<file path="config.mk">
export PLATFORM = sky130hd
export DESIGN_NAME = seq_mult_rr_arbiter
export DESIGN_NICKNAME = d
export VERILOG_FILES = /design/src/rtl/seq_mult_rr_arbiter.sv
export SDC_FILE = /design/constraint.sdc
export NUM_CORES = 1
export LEC_CHECK = 0
export BUFFER_PORTS_ARGS = -buffer_cell sky130_fd_sc_hd__buf_4
export CAP_MARGIN = 10
export CORE_ASPECT_RATIO = 0.5
export CORE_MARGIN = 1
export CORE_UTILIZATION = 45
export DETAILED_ROUTE_END_ITERATION = 10
export PLACE_DENSITY = 0.74
export SYNTH_ARGS = -nofsm -noshare
export SYNTH_HDL_FRONTEND = slang
export SYNTH_SLANG_ARGS = --single-unit
</file>
<file path="constraint.sdc">
create_clock -name clock -period 3.6 [get_ports clock]
set_clock_uncertainty 0.05 [all_clocks]
set_input_delay 0.9 -clock clock [delete_from_list [all_inputs] [get_ports clock]]
set_output_delay 0.9 -clock clock [all_outputs]
set_load 0.02 [all_outputs]
</file>
<file path="src/rtl/seq_mult_rr_arbiter.sv">
// Round-robin arbiter/sequencer sharing one sequential multiplier among NREQ requesters.
// Optional: define SEQ_MULT_ARB_ZERO_BYPASS_EN to skip the multiplier when an operand is zero.
module seq_mult_rr_arbiter #(
    parameter int unsigned NREQ        = 4,
    parameter int unsigned WIDTH       = 6,
    parameter int unsigned MULT_CYCLES = 6
) (
    input  logic                    clock,
    input  logic                    reset,
    input  logic [NREQ-1:0]         req,
    input  logic [NREQ*WIDTH-1:0]   a_in,
    input  logic [NREQ*WIDTH-1:0]   b_in,
    output logic [NREQ-1:0]         gnt,
    output logic [NREQ-1:0]         done,
    output logic [2*WIDTH-1:0]      product_out,
    output logic                    busy,
    output logic [WIDTH-1:0]        mult_a,
    output logic [WIDTH-1:0]        mult_b,
    output logic                    mult_reset,
    output logic                    mult_load,
    input  logic [2*WIDTH-1:0]      mult_product
);

    localparam int unsigned IW = (NREQ > 1) ? $clog2(NREQ) : 1;
    localparam int unsigned CW = (MULT_CYCLES > 1) ? $clog2(MULT_CYCLES) : 1;

    typedef enum logic [1:0] {StIdle, StLoad, StRun, StDone} state_e;

    state_e          state;
    logic [IW-1:0]   rr_ptr;
    logic [IW-1:0]   idx;
    logic [CW-1:0]   cnt;
    logic            mult_reset_q;

    logic            sel_valid;
    logic [IW-1:0]   sel_idx;
    logic [WIDTH-1:0] sel_a;
    logic [WIDTH-1:0] sel_b;
    int unsigned     cand;

    function automatic logic [NREQ-1:0] onehot(input logic [IW-1:0] i);
        logic [NREQ-1:0] r;
        r    = '0;
        r[i] = 1'b1;
        return r;
    endfunction

    function automatic logic [IW-1:0] rr_next(input logic [IW-1:0] i);
        return (32'(i) == NREQ - 1) ? '0 : i + 1'b1;
    endfunction

    // First pending request at or above rr_ptr, wrapping around.
    always_comb begin
        sel_valid = 1'b0;
        sel_idx   = '0;
        cand      = 0;
        for (int unsigned k = 0; k < NREQ; k++) begin
            cand = (32'(rr_ptr) + k) % NREQ;
            if (!sel_valid && req[IW'(cand)]) begin
                sel_valid = 1'b1;
                sel_idx   = IW'(cand);
            end
        end
        sel_a = a_in[sel_idx*WIDTH +: WIDTH];
        sel_b = b_in[sel_idx*WIDTH +: WIDTH];
    end

    assign mult_reset = mult_reset_q | reset;

    always_ff @(posedge clock or posedge reset) begin
        if (reset) begin
            state        <= StIdle;
            rr_ptr       <= '0;
            idx          <= '0;
            cnt          <= '0;
            gnt          <= '0;
            done         <= '0;
            product_out  <= '0;
            busy         <= 1'b0;
            mult_a       <= '0;
            mult_b       <= '0;
            mult_reset_q <= 1'b0;
            mult_load    <= 1'b0;
        end else begin
            unique case (state)
                StIdle: begin
                    if (sel_valid) begin
                        idx    <= sel_idx;
                        mult_a <= sel_a;
                        mult_b <= sel_b;
                        busy   <= 1'b1;
                        gnt    <= onehot(sel_idx);
`ifdef SEQ_MULT_ARB_ZERO_BYPASS_EN
                        if (sel_a == '0 || sel_b == '0) begin
                            state       <= StDone;
                            done        <= onehot(sel_idx);
                            product_out <= '0;
                            rr_ptr      <= rr_next(sel_idx);
                        end else begin
                            state        <= StLoad;
                            mult_reset_q <= 1'b1;
                            mult_load    <= 1'b1;
                        end
`else
                        state        <= StLoad;
                        mult_reset_q <= 1'b1;
                        mult_load    <= 1'b1;
`endif
                    end
                end
                StLoad: begin
                    state        <= StRun;
                    cnt          <= '0;
                    mult_reset_q <= 1'b0;
                end
                StRun: begin
                    if (cnt == CW'(MULT_CYCLES - 1)) begin
                        state       <= StDone;
                        mult_load   <= 1'b0;
                        product_out <= mult_product;
                        done        <= onehot(idx);
                        rr_ptr      <= rr_next(idx);
                    end else begin
                        cnt <= cnt + 1'b1;
                    end
                end
                StDone: begin
                    state <= StIdle;
                    done  <= '0;
                    gnt   <= '0;
                    busy  <= 1'b0;
                end
                default: state <= StIdle;
            endcase
        end
    end

endmodule

</file>
; ---- Word-level counts from Yosys, hierarchy flattened
; Index checks and enable logic that the tools add are counted.
[totals]
reg_bits = 44
output_inout_bits = 35
[op_classes]
order_cmp = 8
n_reduce_logical = 22
multipliers = 1
eq_ne = 8
shift = 2
n_mux = 35
add_sub_neg = 5
bitwise = 1
[ops]
columns = operator, n
row1 = $shiftx A24 B6 Y6, 2
row2 = $lt A2 B3 Y1 const B, 6
row3 = $pmux W4 S2, 2
row4 = $mux W2, 7
row5 = $reduce_and A2 Y1, 7
row6 = $mux W1, 12
row7 = $reduce_bool A2 Y1, 5
row8 = $bmux W1 S2, 4
row9 = $mux W4, 2
row10 = $pmux W2 S4, 1
row11 = $eq A2 B2 Y1 const B, 3
row12 = $ne A2 B2 Y1 const B, 3
row13 = $pmux W1 S2, 3
row14 = $pmux W3 S2, 1
row15 = $logic_and A1 B1 Y1, 5
row16 = $add A2 B1 Y2 const B, 2
row17 = $add A2 B2 Y2 const B, 2
row18 = $demux W1 S2, 2
row19 = $ge A2 B1 Y1 const B, 2
row20 = $mul A2 B2 Y4 const B, 1
row21 = $add A3 B1 Y3 const B, 1
row22 = $eq A3 B3 Y1 const B, 1
row23 = $logic_not A1 Y1, 3
row24 = $mux W3, 1
row25 = 4 further kinds, 4

; ---- Longest topological paths before layout
; Gate-level depths: netlist (run 1).
[depth]
word_depth = 18
depth_mapped = 7
depth_no_buf = 7

; ---- Worst setup path after synthesis (run 1)
; Ideal clock, no wire load.
[synth_path]
path_type = input -> output
start = in reset
end = out mult_reset
n_path_buf = 0
required_ps = 2650
arrival_time_ps = 1220
path_slack_ps = 1430
cell_stages = 1
cell_sequence = or2_2
[synth_via]
elab_chain_cells = 1
[synth_lines]
columns = item, line_no
row1 = from (decl), 9  ; input logic reset,
row2 = $or A1 B1 Y1, 68  ; assign mult_reset = mult_reset_q | reset;
row3 = to (decl), 19  ; output logic mult_reset,
; No other way between the ends.

; ---- Final worst setup path (run 1)
[layout_path]
start = reg state[0]
end = reg mult_a[2]
[layout_via]
elab_chain_cells = 2
[layout_lines]
columns = item, line_no
row1 = from (decl), 29  ; state_e state;
row2 = from (signal assigned), 72  ; state <= StIdle;
row3 = from (signal assigned), 105  ; state <= StLoad;
row4 = from (signal assigned), 112  ; state <= StRun;
row5 = $logic_not A2 Y1, 85  ; unique case (state)
row6 = $reduce_and A2 Y1 (no line), --
row7 = to (signal assigned), 89  ; mult_a <= sel_a;
row8 = to (decl), 17  ; output logic [WIDTH-1:0] mult_a,
; No other way between the ends.
; A chain may end at the register's enable or synchronous reset.

==> results of run 1 <==
## power breakdown
group / internal, W / total, W / switching [W]
clock network: 0.000156 / 0.000336 / 0.000181
registers: 0.000713 / 0.000868 / 0.000155
logic: 0.000603 / 0.00139 / 0.000784
total: 0.00147 / 0.00259 / 0.00112
## logic make-up (layout without fill, tap and decap cells)
group,Yosys count,in the layout,synth area share
and+or+nand+nor,71,71,0.143
adders and majority gates,11,11,0.0558
AOI/OAI and AO/OA,58,58,0.195
muxes,26,26,0.112
DFF,44,44,0.447
buffers and inverters,20,119,0.0477
## cell usage after synthesis, drive strengths merged, types with 7 or more instances
cell | n | area share
mux2 | 13 | 0.059
ha | 11 | 0.056
inv | 8 | 0.012
dfrtp | 44 | 0.45
mux2i | 13 | 0.053
o21ai | 17 | 0.035
nor3 | 12 | 0.024
a211oi | 24 | 0.11
nor2 | 18 | 0.028
nand2 | 23 | 0.035
clkbuf | 7 | 0.015
## through the flow
step | setup WS (ns) | util
after floorplan | 1.43 | -
after global placement | 0.872 | 0.636
after detailed placement | 0.751 | 0.636
after CTS | 0.933 | 0.655
after global routing | 0.749 | 0.655
final | 0.886 | 0.655
## worst max-delay path, delay by kind of cell (launching register included)
| kind | cells | cell delay [ns] |
|---|---|---|
| AND/OR/NAND/NOR | 1 | 0.86 |
| AO/OA/AOI/OAI | 3 | 0.53 |
| flip-flops | 1 | 0.44 |
| buffers and inverters | 2 | 0.38 |
| adder cells (fa/ha/maj) | 1 | 0.28 |
## worst paths after layout
check	start	endpoint	slack (ns)	depth (start not counted)
worst max-delay path	state[0]	mult_a[2]	0.89	7
worst min-delay path	mult_reset_q	mult_reset_q	0.46	2
worst max register to register	state[0]	mult_a[2]	0.89	7
worst min register to register	mult_reset_q	mult_reset_q	0.46	2
max in group asynchronous	reset	done[2]	2.19	2
min in group asynchronous	reset	mult_reset_q	0.74	2
## layout by cell type (no fill, tap or decap), types with 2 or more instances in the layout
| master | count |
|---|---|
| nor2b_1 | 2 |
| ha_1 | 11 |
| dfrtp_1 | 44 |
| clkinvlp_4 | 2 |
| mux2i_1 | 13 |
| o21ai_0 | 16 |
| a21oi_1 | 4 |
| a22o_1 | 4 |
| o31ai_1 | 3 |
| a211oi_2 | 16 |
| mux2_2 | 13 |
| buf_4 | 103 |
| o41ai_1 | 2 |
| nor2_1 | 17 |
| a21o_1 | 2 |
| a211oi_1 | 8 |
| clkbuf_8 | 6 |
| nand2_1 | 23 |
| nand2b_1 | 5 |
| or2_1 | 2 |
| nor3_1 | 12 |
| inv_1 | 7 |
## flip-flops by register name, summed over array words and instances, names as in the netlist
register      cells
done              4
busy              1
gnt               4
state             2
rr_ptr            2
cnt               3
idx               2
mult_load         1
mult_reset_q      1
mult_a            6
product_out      12
mult_b            6
## layer usage
layer  share of wire  global-route usage  vias up
li1                -                   -     1025
met4           0.017              0.0913        0
met2            0.52               0.454       86
met5               0                   0        -
met1            0.41               0.260     1088
met3           0.054              0.0417       15
## final cells by class
cell class                 count  area (µm²)  share of cell area
clock buffer                   6        82.6              0.0248
multi-input combinational    166        1250               0.374
clock inverter                 2        15.0             0.00450
tap                           70        87.6              0.0263
sequential                    44        1100               0.330
inverter                       8        30.0             0.00900
timing repair buffer         103         773               0.232
==> flow_summary.toml, run 1 <==
[outcome]
status = "finished clean"

[critical_path]
arrival_ns = 2.81
cp_slowest_cell = "nor2b_1"
crit_chain = "inv_1 -> ha_1 -> nor2b_1 -> o21ai_1 -> buf_4 -> a211oi_1 -> a211oi_1"
end_kind = "flip-flop"
cp_max_fo = 14
critPathMaxStageDelay_ns = 0.86
cp-start-kind = "flip-flop"
crit_type = "reg2reg"
path_common_cell = "a211oi_1"
required_ns = 3.70

[routing]
wire_per_inst_um = 15.8
viasPerCell = 5.55
ant_nets = 0
vias = 2214
drt-pass1-iter-count = 4
routed_wl_mm = 6.32
first_iter_violations = 66
drc = 0

[sta]
period_share = 0.754
finalMaxSlewViolations = 0
period_needed_ns = 2.71
tns_ns = 0
rsz0062_at_grt = "no"
holdWs_ns = 0.464
setup_violations = 0
tightest_slew_ns = 1.06
hold_viol = 0
slew_headroom = 0.295
fmax_mhz = 368

[global_routing]
grt_pass1_wl_mm = 10.1
grt_max_degree = 45
antenna_found_initial = 0
grt-ovfl-total = 0
gr-usage-all-layers = 0.231
first_global_vias = 2241

[yosys]
synth-edff-count = 0
syn_nets = 307
synth_cell_types = 38
synth_area_per_cell_um2 = 10.7
syn_inst = 230
ys_seq_area_frac = 0.447
synth_area_mm2 = 0.00246
ys_ff_latch = 44
ys.flop_type = "dfrtp_1"
synthArstFlopShare = 1.00
ys_warn_count = 0

[run]
drv_cap = 0

[floorplan]
io_pins = 101
core-area_mm2 = 0.00509
dieArea_mm2 = 0.00580
fp-row-count = 18
fp.dieW_um = 107
start_util = 0.484
die_y_um = 54.3

[finish]
fin_area_mm2 = 0.00334
fillCellCount = 449
diodes = 0
drive_gt1_frac = 0.444
finalNonFillerCells = 399
finalNetCount = 405
area_growth_pct = 35.3

[clock_network]
cts-root-buf = "clkbuf_8"
cts_made_buffers = 5
clock_sinks = 44
worstSkewPairLatency_ns = 0.30
cts_setup_buffers = 0
htreeDepth = 2
cts_resized = 0
clockBufferDepth = 2
clk_pin_slew_ns = 0.09
cts_tree = "built"
cts-hold-fix-buffers = 0

[placed_design]
dpl-instance-area_mm2 = 0.00324
place_inst = 391
gp_congestion = 0.761
port_buffers = 100
place_hpwl_mm = 4.77

[power_and_ir_drop]
total_power_w = 0.00259
leakage_nw = 1.59
p_per_area_mw_per_mm2 = 777
vdd_drop_max_uv = 322

[worst_hold_path]
hp-class = "reg2reg"
Power figures use the tool's default switching activity.
==> run 2, diff against run 1 <==
clock period = 2.8 ns   (was 3.6 ns; I/O delays follow)
==> flow_summary.toml, run 2 (same netlist as run 1, synthesis figures left out) <==
[finish]
final_common_cell = "buf_4"
largest_reg_flops = 12
drive_gt1_frac = 0.450
fillCellCount = 398
diodes = 0
finalNetCount = 409
final_cell_mix = "buf_4 (107), dfrtp_1 (44), nand2_1 (23)"
regMostFlops = "product_out"
area_growth_pct = 37.3
reg_top3 = "product_out x12, mult_a x6, mult_b x6"

[routing]
drc = 0
ant_nets = 0
drt-pass1-iter-count = 4
first_iter_violations = 65
routed_wl_mm = 5.83
wire_per_inst_um = 14.5
vias = 2137
viasPerCell = 5.30

[global_routing]
gr-usage-all-layers = 0.214
grt_max_degree = 27
grtUsageMet2 = 0.415
grt.met3_usage = 0.0417
first_global_vias = 2078
grt_pass1_wl_mm = 9.43
grt-ovfl-total = 0
grt_use_met1 = 0.250
antenna_found_initial = 0
grt-busiest-layer = "met2"

[critical_path]
r2r_start = "state[0]"
crit_path_end = "mult_a[3]"
arrival_ns = 2.14
ff2ff_path_depth = 5
cp_max_fo = 13
cp-start-kind = "flip-flop"
startpoint = "state[0]"
end_kind = "flip-flop"
crit_type = "reg2reg"
ff2ff_setup_slack_ns = 0.76
timing.rr.end = "mult_a[3]"
required_ns = 2.89

[floorplan]
start_util = 0.484
io_pins = 101
fp.dieW_um = 107
dieArea_mm2 = 0.00580
fp-row-count = 18
core-area_mm2 = 0.00509
die_y_um = 54.3

[clock_network]
cts_tree = "built"
htreeDepth = 2
cts_setup_buffers = 0
clockBufferDepth = 2
clk_pin_slew_ns = 0.09
cts_made_buffers = 5
cts-root-buf = "clkbuf_8"
worstSkewPairLatency_ns = 0.30
cts_resized = 0
cts-hold-fix-buffers = 0
clock_sinks = 44

[sta]
timing.final.ws_setup_ns = 0.757
tns_ns = 0
holdWs_ns = 0.321
setup_violations = 0
rsz0062_at_grt = "no"
period_needed_ns = 2.04
period_share = 0.730
tightest_slew_ns = 0.797
fmax_mhz = 489
finalMaxSlewViolations = 0
slew_headroom = 0.466
hold_viol = 0

[power_and_ir_drop]
vdd_drop_max_uv = 493
leakage_nw = 1.62
p_per_area_mw_per_mm2 = 999

[outcome]
status = "finished clean"

[run]
drv_cap = 0

[placed_design]
place_hpwl_mm = 4.50
dp_slack_ns = 0.479
gp_congestion = 0.749
port_buffers = 100

[worst_hold_path]
hp-class = "in2async"
## run 2: cell types whose count changed in the layout (fill, tap and decap cells not counted), sizes merged
cell,delta
clkbuf,-1
inv,+1
bufinv,+1
clkinvlp,-1
buf,+4
## run 2: how the worst min path moves through the flow
| stage | endpoint | start | slack [ns] | depth (start not counted) |
|---|---|---|---|---|
| detailed placement | product_out[2] | product_out[2] | 0.45 | 1 |
| floorplan | mult_reset_q | mult_reset_q | 0.42 | 2 |
| global route | cnt[1] | reset | 0.35 | 2 |
| finish | cnt[2] | reset | 0.32 | 2 |
| global placement | done[3] | done[3] | 0.44 | 2 |
| CTS | product_out[9] | reset | 0.33 | 2 |
## run 2: worst max-delay path, stage by stage, from the launching register on
cell	delay [ns]
dfrtp_1	0.43
inv_1	0.12
ha_1	0.27
nand2b_1	0.21
nor2_2	0.63
a211oi_1	0.16
## run 2: final cells by class
cell class	instances	area [µm²]	area share
tap	70	87.6	0.0259
multi-input combinational	166	1250	0.368
clock inverter	3	46.3	0.0137
clock buffer	5	68.8	0.0203
sequential	44	1100	0.325
inverter	8	30.0	0.00888
timing repair buffer	107	803	0.237
## run 2: metrics by stage
stage	util	instance area, µm²	std cells	power, W
after floorplan	-	2460	230	0.00228
after global placement	0.642	3270	395	0.00284
after detailed placement	0.642	3270	395	0.00290
after CTS	0.665	3380	403	0.00340
after global routing	0.665	3380	403	0.00360
final	0.665	3380	403	0.00338
## run 2: report_power, final
part	internal, W	switching [W]
clock	0.000268	0.000221
sequential	0.000918	0.000192
combinational	0.000788	0.000991
total	0.00197	0.00140
## run 2: routing by layer
metal / share of wire / wire length [µm]
met1: 0.43 / 2510
met2: 0.51 / 2960
met3: 0.051 / 295
met4: 0.011 / 67
met5: 0 / 0
